### config.mk
export PLATFORM = sky130hd
export DESIGN_NAME = branch_resolve_unit_flat
export DESIGN_NICKNAME = d
export VERILOG_FILES = /design/src/rtl/branch_resolve_unit_if.sv /design/src/rtl/branch_resolve_unit.sv /design/src/flat_wrapper.sv
export SDC_FILE = /design/constraint.sdc
export NUM_CORES = 1
export LEC_CHECK = 0
export BUFFER_PORTS_ARGS = -buffer_cell sky130_fd_sc_hd__buf_2
export CORE_ASPECT_RATIO = 0.9
export CORE_MARGIN = 2
export CORE_UTILIZATION = 35
export CTS_BUF_LIST = sky130_fd_sc_hd__clkbuf_2 sky130_fd_sc_hd__clkbuf_4 sky130_fd_sc_hd__clkbuf_8
export CTS_CLUSTER_DIAMETER = 30
export DETAILED_ROUTE_END_ITERATION = 6
export SYNTH_ARGS = -nofsm -noshare
export SYNTH_HDL_FRONTEND = slang
export SYNTH_SLANG_ARGS = --single-unit
### constraint.sdc
create_clock -name clk -period 2.3 [get_ports clk]
set_input_delay 0.23 -clock clk [delete_from_list [all_inputs] [get_ports clk]]
set_output_delay 0.23 -clock clk [all_outputs]
set_load 0.02 [all_outputs]
### src/rtl/branch_resolve_unit_if.sv
// Bundle of execute-stage inputs, branch flags and the fetch redirect/flush
// outputs of the branch resolve unit.
//   slave  : used by branch_resolve_unit (consumes ex_*/br_*/redirect_ready,
//            drives redirect_valid/redirect_pc/flush/busy and result pulses)
//   master : used by the surrounding pipeline (or a testbench)
interface branch_resolve_unit_if #(
    parameter int XLEN = 32
);
    logic            ex_valid;
    logic            ex_stall;
    logic            ex_is_branch;
    logic            ex_is_jal;
    logic            ex_is_jalr;
    logic [2:0]      ex_funct3;
    logic            br_eq;
    logic            br_lt;
    logic            br_ltu;
    logic [XLEN-1:0] ex_pc;
    logic [XLEN-1:0] ex_target;
    logic            ex_pred_taken;
    logic            redirect_valid;
    logic            redirect_ready;
    logic [XLEN-1:0] redirect_pc;
    logic            flush;
    logic            busy;
    logic            branch_taken;
    logic            mispredict;
    logic            illegal_branch;

    modport slave (
        input  ex_valid, ex_stall, ex_is_branch, ex_is_jal, ex_is_jalr,
               ex_funct3, br_eq, br_lt, br_ltu, ex_pc, ex_target,
               ex_pred_taken, redirect_ready,
        output redirect_valid, redirect_pc, flush, busy,
               branch_taken, mispredict, illegal_branch
    );

    modport master (
        output ex_valid, ex_stall, ex_is_branch, ex_is_jal, ex_is_jalr,
               ex_funct3, br_eq, br_lt, br_ltu, ex_pc, ex_target,
               ex_pred_taken, redirect_ready,
        input  redirect_valid, redirect_pc, flush, busy,
               branch_taken, mispredict, illegal_branch
    );
endinterface

### src/rtl/branch_resolve_unit.sv
// Branch resolve unit: combines execute-stage compare flags with funct3 and
// the fetch prediction, reports taken/mispredict/illegal pulses, and on a
// mispredict holds a redirect request to fetch followed by a timed flush.
// Ports:
//   clk, reset          : clock, synchronous active-high reset
//   bus (slave modport) : execute inputs, redirect handshake, flush/busy,
//                         result pulses (see branch_resolve_unit_if)
// Optional feature (define BRANCH_STATS_EN):
//   stat_clear          : in, synchronous clear of both counters
//   stat_branches       : out[32], resolved (legal) control transfers
//   stat_mispredicts    : out[32], mispredicts; both saturate
module branch_resolve_unit #(
    parameter int XLEN         = 32,
    parameter int FLUSH_CYCLES = 2
) (
    input  logic                  clk,
    input  logic                  reset,
    branch_resolve_unit_if.slave  bus
`ifdef BRANCH_STATS_EN
    ,
    input  logic                  stat_clear,
    output logic [31:0]           stat_branches,
    output logic [31:0]           stat_mispredicts
`endif
);

    localparam int CNT_W = (FLUSH_CYCLES > 0) ? $clog2(FLUSH_CYCLES + 1) : 1;

    typedef enum logic [1:0] {
        ST_IDLE     = 2'd0,
        ST_REDIRECT = 2'd1,
        ST_FLUSH    = 2'd2
    } state_t;

    state_t            state_r, state_n;
    logic [CNT_W-1:0]  cnt_r, cnt_n;
    logic [XLEN-1:0]   redirect_pc_r, redirect_pc_n;
    logic              redirect_valid_r, flush_r, busy_r;
    logic              taken_pulse_r, mispredict_pulse_r, illegal_pulse_r;

    logic              resolve_s;
    logic              taken_s;
    logic              illegal_s;
    logic              mispredict_s;
    logic [XLEN-1:0]   jump_tgt_s;
    logic [XLEN-1:0]   corr_pc_s;

    // Branch condition from funct3 and the execute-stage flags.
    function automatic logic branch_cond_f(input logic [2:0] f3, input logic eq,
                                           input logic lt, input logic ltu);
        logic r;
        case (f3)
            3'b000:  r = eq;
            3'b001:  r = ~eq;
            3'b100:  r = lt;
            3'b101:  r = ~lt;
            3'b110:  r = ltu;
            3'b111:  r = ~ltu;
            default: r = 1'b0;
        endcase
        return r;
    endfunction

    // Reserved branch encodings 010 and 011.
    function automatic logic illegal_f3_f(input logic [2:0] f3);
        return (f3 == 3'b010) || (f3 == 3'b011);
    endfunction

    // Decode the resolving instruction: direction, target and mispredict.
    always_comb begin
        resolve_s  = bus.ex_valid & ~bus.ex_stall & (state_r == ST_IDLE) &
                     (bus.ex_is_branch | bus.ex_is_jal | bus.ex_is_jalr);
        taken_s    = 1'b0;
        illegal_s  = 1'b0;
        jump_tgt_s = bus.ex_target;
        // jalr > jal > branch when several type bits are set
        if (bus.ex_is_jalr) begin
            taken_s    = 1'b1;
            jump_tgt_s = {bus.ex_target[XLEN-1:1], 1'b0};
        end else if (bus.ex_is_jal) begin
            taken_s    = 1'b1;
        end else begin
            illegal_s  = illegal_f3_f(bus.ex_funct3);
            taken_s    = ~illegal_s &
                         branch_cond_f(bus.ex_funct3, bus.br_eq, bus.br_lt, bus.br_ltu);
        end
        corr_pc_s    = taken_s ? jump_tgt_s : (bus.ex_pc + XLEN'(4));
        mispredict_s = ~illegal_s & (taken_s != bus.ex_pred_taken);
    end

    // Next-state logic for the redirect/flush sequence.
    always_comb begin
        state_n       = state_r;
        cnt_n         = cnt_r;
        redirect_pc_n = redirect_pc_r;
        case (state_r)
            ST_IDLE: begin
                if (resolve_s && mispredict_s) begin
                    state_n       = ST_REDIRECT;
                    redirect_pc_n = corr_pc_s;
                end else begin
                    state_n       = ST_IDLE;
                end
            end
            ST_REDIRECT: begin
                // redirect_pc is held until fetch takes it
                if (bus.redirect_ready) begin
                    if (FLUSH_CYCLES > 0) begin
                        state_n = ST_FLUSH;
                        cnt_n   = CNT_W'(FLUSH_CYCLES);
                    end else begin
                        state_n = ST_IDLE;
                        cnt_n   = {CNT_W{1'b0}};
                    end
                end else begin
                    state_n = ST_REDIRECT;
                end
            end
            ST_FLUSH: begin
                if (cnt_r <= CNT_W'(1)) begin
                    state_n = ST_IDLE;
                    cnt_n   = {CNT_W{1'b0}};
                end else begin
                    cnt_n   = cnt_r - CNT_W'(1);
                end
            end
            default: begin
                state_n = ST_IDLE;
                cnt_n   = {CNT_W{1'b0}};
            end
        endcase
    end

    // State, counter and registered outputs.
    always_ff @(posedge clk) begin
        if (reset) begin
            state_r            <= ST_IDLE;
            cnt_r              <= {CNT_W{1'b0}};
            redirect_pc_r      <= {XLEN{1'b0}};
            redirect_valid_r   <= 1'b0;
            flush_r            <= 1'b0;
            busy_r             <= 1'b0;
            taken_pulse_r      <= 1'b0;
            mispredict_pulse_r <= 1'b0;
            illegal_pulse_r    <= 1'b0;
        end else begin
            state_r            <= state_n;
            cnt_r              <= cnt_n;
            redirect_pc_r      <= redirect_pc_n;
            redirect_valid_r   <= (state_n == ST_REDIRECT);
            flush_r            <= (state_n != ST_IDLE);
            busy_r             <= (state_n != ST_IDLE);
            taken_pulse_r      <= resolve_s & taken_s;
            mispredict_pulse_r <= resolve_s & mispredict_s;
            illegal_pulse_r    <= resolve_s & illegal_s;
        end
    end

    assign bus.redirect_valid = redirect_valid_r;
    assign bus.redirect_pc    = redirect_pc_r;
    assign bus.flush          = flush_r;
    assign bus.busy           = busy_r;
    assign bus.branch_taken   = taken_pulse_r;
    assign bus.mispredict     = mispredict_pulse_r;
    assign bus.illegal_branch = illegal_pulse_r;

`ifdef BRANCH_STATS_EN
    logic [31:0] stat_branches_r;
    logic [31:0] stat_mispredicts_r;

    // Saturating resolve/mispredict counters; clear beats increment.
    always_ff @(posedge clk) begin
        if (reset || stat_clear) begin
            stat_branches_r    <= 32'd0;
            stat_mispredicts_r <= 32'd0;
        end else begin
            if (resolve_s && !illegal_s && (stat_branches_r != 32'hFFFF_FFFF)) begin
                stat_branches_r <= stat_branches_r + 32'd1;
            end else begin
                stat_branches_r <= stat_branches_r;
            end
            if (resolve_s && mispredict_s && (stat_mispredicts_r != 32'hFFFF_FFFF)) begin
                stat_mispredicts_r <= stat_mispredicts_r + 32'd1;
            end else begin
                stat_mispredicts_r <= stat_mispredicts_r;
            end
        end
    end

    assign stat_branches    = stat_branches_r;
    assign stat_mispredicts = stat_mispredicts_r;
`endif

endmodule

### src/flat_wrapper.sv
// flat-port wrapper written by rule: the top's interface ports become plain ports
module branch_resolve_unit_flat 
#(
    parameter int XLEN         = 32,
    parameter int FLUSH_CYCLES = 2
)
  (clk, reset, bus_ex_valid, bus_ex_stall, bus_ex_is_branch, bus_ex_is_jal, bus_ex_is_jalr, bus_ex_funct3, bus_br_eq, bus_br_lt, bus_br_ltu, bus_ex_pc, bus_ex_target, bus_ex_pred_taken, bus_redirect_ready, bus_redirect_valid, bus_redirect_pc, bus_flush, bus_busy, bus_branch_taken, bus_mispredict, bus_illegal_branch);
  branch_resolve_unit_if #(.XLEN(XLEN)) bus_i ();
  input  logic clk;
  input  logic reset;
  input wire logic [$bits(bus_i.ex_valid)-1:0] bus_ex_valid;
  input wire logic [$bits(bus_i.ex_stall)-1:0] bus_ex_stall;
  input wire logic [$bits(bus_i.ex_is_branch)-1:0] bus_ex_is_branch;
  input wire logic [$bits(bus_i.ex_is_jal)-1:0] bus_ex_is_jal;
  input wire logic [$bits(bus_i.ex_is_jalr)-1:0] bus_ex_is_jalr;
  input wire logic [$bits(bus_i.ex_funct3)-1:0] bus_ex_funct3;
  input wire logic [$bits(bus_i.br_eq)-1:0] bus_br_eq;
  input wire logic [$bits(bus_i.br_lt)-1:0] bus_br_lt;
  input wire logic [$bits(bus_i.br_ltu)-1:0] bus_br_ltu;
  input wire logic [$bits(bus_i.ex_pc)-1:0] bus_ex_pc;
  input wire logic [$bits(bus_i.ex_target)-1:0] bus_ex_target;
  input wire logic [$bits(bus_i.ex_pred_taken)-1:0] bus_ex_pred_taken;
  input wire logic [$bits(bus_i.redirect_ready)-1:0] bus_redirect_ready;
  output wire logic [$bits(bus_i.redirect_valid)-1:0] bus_redirect_valid;
  output wire logic [$bits(bus_i.redirect_pc)-1:0] bus_redirect_pc;
  output wire logic [$bits(bus_i.flush)-1:0] bus_flush;
  output wire logic [$bits(bus_i.busy)-1:0] bus_busy;
  output wire logic [$bits(bus_i.branch_taken)-1:0] bus_branch_taken;
  output wire logic [$bits(bus_i.mispredict)-1:0] bus_mispredict;
  output wire logic [$bits(bus_i.illegal_branch)-1:0] bus_illegal_branch;
  assign bus_i.ex_valid = bus_ex_valid;
  assign bus_i.ex_stall = bus_ex_stall;
  assign bus_i.ex_is_branch = bus_ex_is_branch;
  assign bus_i.ex_is_jal = bus_ex_is_jal;
  assign bus_i.ex_is_jalr = bus_ex_is_jalr;
  assign bus_i.ex_funct3 = bus_ex_funct3;
  assign bus_i.br_eq = bus_br_eq;
  assign bus_i.br_lt = bus_br_lt;
  assign bus_i.br_ltu = bus_br_ltu;
  assign bus_i.ex_pc = bus_ex_pc;
  assign bus_i.ex_target = bus_ex_target;
  assign bus_i.ex_pred_taken = bus_ex_pred_taken;
  assign bus_i.redirect_ready = bus_redirect_ready;
  assign bus_redirect_valid = bus_i.redirect_valid;
  assign bus_redirect_pc = bus_i.redirect_pc;
  assign bus_flush = bus_i.flush;
  assign bus_busy = bus_i.busy;
  assign bus_branch_taken = bus_i.branch_taken;
  assign bus_mispredict = bus_i.mispredict;
  assign bus_illegal_branch = bus_i.illegal_branch;
  branch_resolve_unit #(.XLEN(XLEN), .FLUSH_CYCLES(FLUSH_CYCLES)) u_core (.clk(clk), .reset(reset), .bus(bus_i));
endmodule
==> qor.yml <==
diodes: 0
area_delta_synth_final_pct: 33.7
slew-limit-headroom_pct: 73.2
drive_above_1_share_pct: 36.1
synthFlopType: "dfxtp_1"
synth_cell_type_count: 51
initial_core_util_pct: 35.6
root_buffer: "clkbuf_8"
cts_htree_levels: 2
async_reset_ff_share_pct: 0
vias: 2569
place_ws_ps: 230
cts_tree: "built"
cts_max_path_buffers: 2
hold_viol: 0
grt_pass1_vias: 2439
finalSetupTns_ps: 0
place_congestion: 0.807
grt_pass1_wl_microns: 11800
core_area_sq_um: 6930
outcome: "complete, no violations"
insertion_delay_ps: 290
die_w_microns: 92.5
placed_area_sq_um: 3190
synth.area.top_cells: "dfxtp_1 (33%), xnor2_1 (6.4%), nand2_1 (5.3%), a21oi_1 (4.5%), nor2_1 (4.1%)"
pin_count: 117
worstPathArrival_ps: 2240
gr-total-overflow: 0
hp-class: "input pin to register"
period_share_pct: 89.4
drv_slew: 0
max_cap_violations: 0
synth_nets: 383
path_clk_slew_ps: 80
yosysTopAreaCell: "dfxtp_1"
grt_max_degree: 33
start_kind: "register"
cts-hold-fix-buffers: 0
crit_fanout: 18
synth_top_area_share_pct: 33.3
ir_worst_vdd_v: 0.000235
antenna_found_initial: 0
fp.dieH_microns: 83.6
critPathKind: "register to register"
cts_sinks: 41
floorplan.rows: 29
finClkSkew_ps: 4.41
yosys_warnings: 0
wl_microns: 7200
ys_ff_latch: 41
required_ps: 2480
cts.repair.resized: 0
setup_slack_ps: 244
dieArea_sq_um: 7730
finalPower_w: 0.00164
leakagePower_nw: 1.44
antenna_left: 0
drc: 0
finalSetupViolCount: 0
synth_edf_count: 0
cts_buffers: 5
fin_nets: 501
place.port_buffers: 116
drtIter0Drc: 80
synth.avg_cell_area_sq_um: 8.24
fmax_mhz: 486
vias_per_cell: 5.03
power_density_nw_per_um2: 496
rsz0062_at_grt: "no"
netlist_area_sq_um: 2460
end_kind: "register"
netlist_instances: 299
track_usage_pct: 18.9
cts_setup_buffers: 0
hpwl_microns: 5700
final_area_sq_um: 3300
worst_pin_slew_ps: 396
synth-seq-area-share_pct: 33.3
wire_per_inst_microns: 14.1
min_period_ps: 2060
firstDrtPassIters: 5
[synthesized netlist by cell type (2+ instances only)]
cell type,instances
o21ai_0,4
dfxtp_1,41
nor2_1,27
and2_1,3
nand2b_1,5
nor4_1,5
a211oi_1,3
a311oi_1,2
nor3_1,8
xor2_1,9
a211o_1,4
a21oi_1,22
buf_1,4
buf_4,2
ha_1,5
nand2_1,35
buf_2,4
a22o_1,11
inv_1,5
o211ai_1,7
xnor2_1,18
and3_1,6
and4_1,2
or4_1,2
mux2i_1,6
a21oi_2,2
or2_2,2
nand4_1,6
a32oi_1,2
clkbuf_1,6
o2bb2ai_1,6
nand3_1,16
[through the flow]
step                      util (%)  hold slack [ps]  std cells
final                         47.6              200        511
after global routing          47.6              213        511
after CTS                     47.6              193        511
after detailed placement      46.1              443        503
after global placement        46.1              437        503
after floorplan                  -              393        299
[layout by cell type, fill, tap and decap left out, types with 2 or more instances in the layout]
cell type and n:
nand2_1 35, or2_2 2, a32oi_1 2, o211ai_1 7, a211o_1 4, a21oi_1 22
and3_1 6, nand4_1 6, and2_1 2, o2bb2ai_1 6, nand2b_1 5, nor2_1 27
a211oi_1 3, buf_4 10, and4_1 2, nor4_1 5, mux2i_1 6, buf_12 2
a22o_1 11, inv_1 5, xnor2_1 18, nor3_1 8, clkbuf_8 7, ha_1 5
xor2_1 9, buf_2 116, a21oi_2 2, o21ai_0 4, nand3_1 16, dfxtp_1 41
or4_1 2, a311oi_1 2
[where the power goes]
part | switching [W] | leakage, nW | internal, W
Clock | 0.000256 | 0.0542 | 0.000272
Combinational | 0.000202 | 1.06 | 0.000154
Sequential | 0.0000145 | 0.333 | 0.000738
Total | 0.000473 | 1.44 | 0.00116
[worst max-delay path: stages (launching register included)]
cell	delay (ps)
dfxtp_1	350
inv_1	90
ha_1	180
nand2_1	70
or3_1	330
nor2_1	170
mux2_2	220
nor2_4	40
buf_12	150
a221o_1	340
[registers in the layout, indices dropped and copies added (netlist names)]
| name | cells |
|---|---|
| u_core.bus.illegal_branch | 1 |
| u_core.state_r | 2 |
| u_core.bus.branch_taken | 1 |
| u_core.bus.flush | 1 |
| u_core.bus.redirect_valid | 1 |
| u_core.bus.redirect_pc | 32 |
| u_core.bus.mispredict | 1 |
| u_core.cnt_r | 2 |
[cell families (layout without fill, tap and decap cells)]
family | Yosys count | after routing | share of synthesized area [%]
simple gates | 130 | 130 | 27.7
compound gates | 66 | 66 | 19.2
flops | 41 | 41 | 33.3
xor+xnor | 27 | 27 | 9.59
buf+inv | 22 | 141 | 4.16
mux | 8 | 8 | 3.45
fa+ha+maj | 5 | 5 | 2.54
[layer usage]
layer	GRT usage [%]	routed length [microns]	part of all wire (%)
met3	4.07	443	6.2
met5	0	0	0
met1	26.7	3490	48
met4	3.66	63	0.88
met2	30.0	3200	45
[final cells by class]
cell class / instances / area (sq um)
multi-input combinational: 236 / 1540
fill: 702 / 3630
inverter: 5 / 18.8
clock buffer: 7 / 96.3
clock inverter: 1 / 5.00
tap: 93 / 116
timing repair buffer: 128 / 696
sequential: 41 / 821
[worst paths after layout]
kind | start | end | slack [ps] | cells after the start
worst max register to register | u_core.state_r[0] | u_core.bus.redirect_pc[28] | 240 | 9
worst max-delay path | u_core.state_r[0] | u_core.bus.redirect_pc[28] | 240 | 9
worst min-delay path | bus_ex_target[2] | u_core.bus.redirect_pc[2] | 200 | 3
worst min register to register | u_core.bus.redirect_pc[6] | u_core.bus.redirect_pc[6] | 450 | 2
Power figures use the tool's default switching activity.
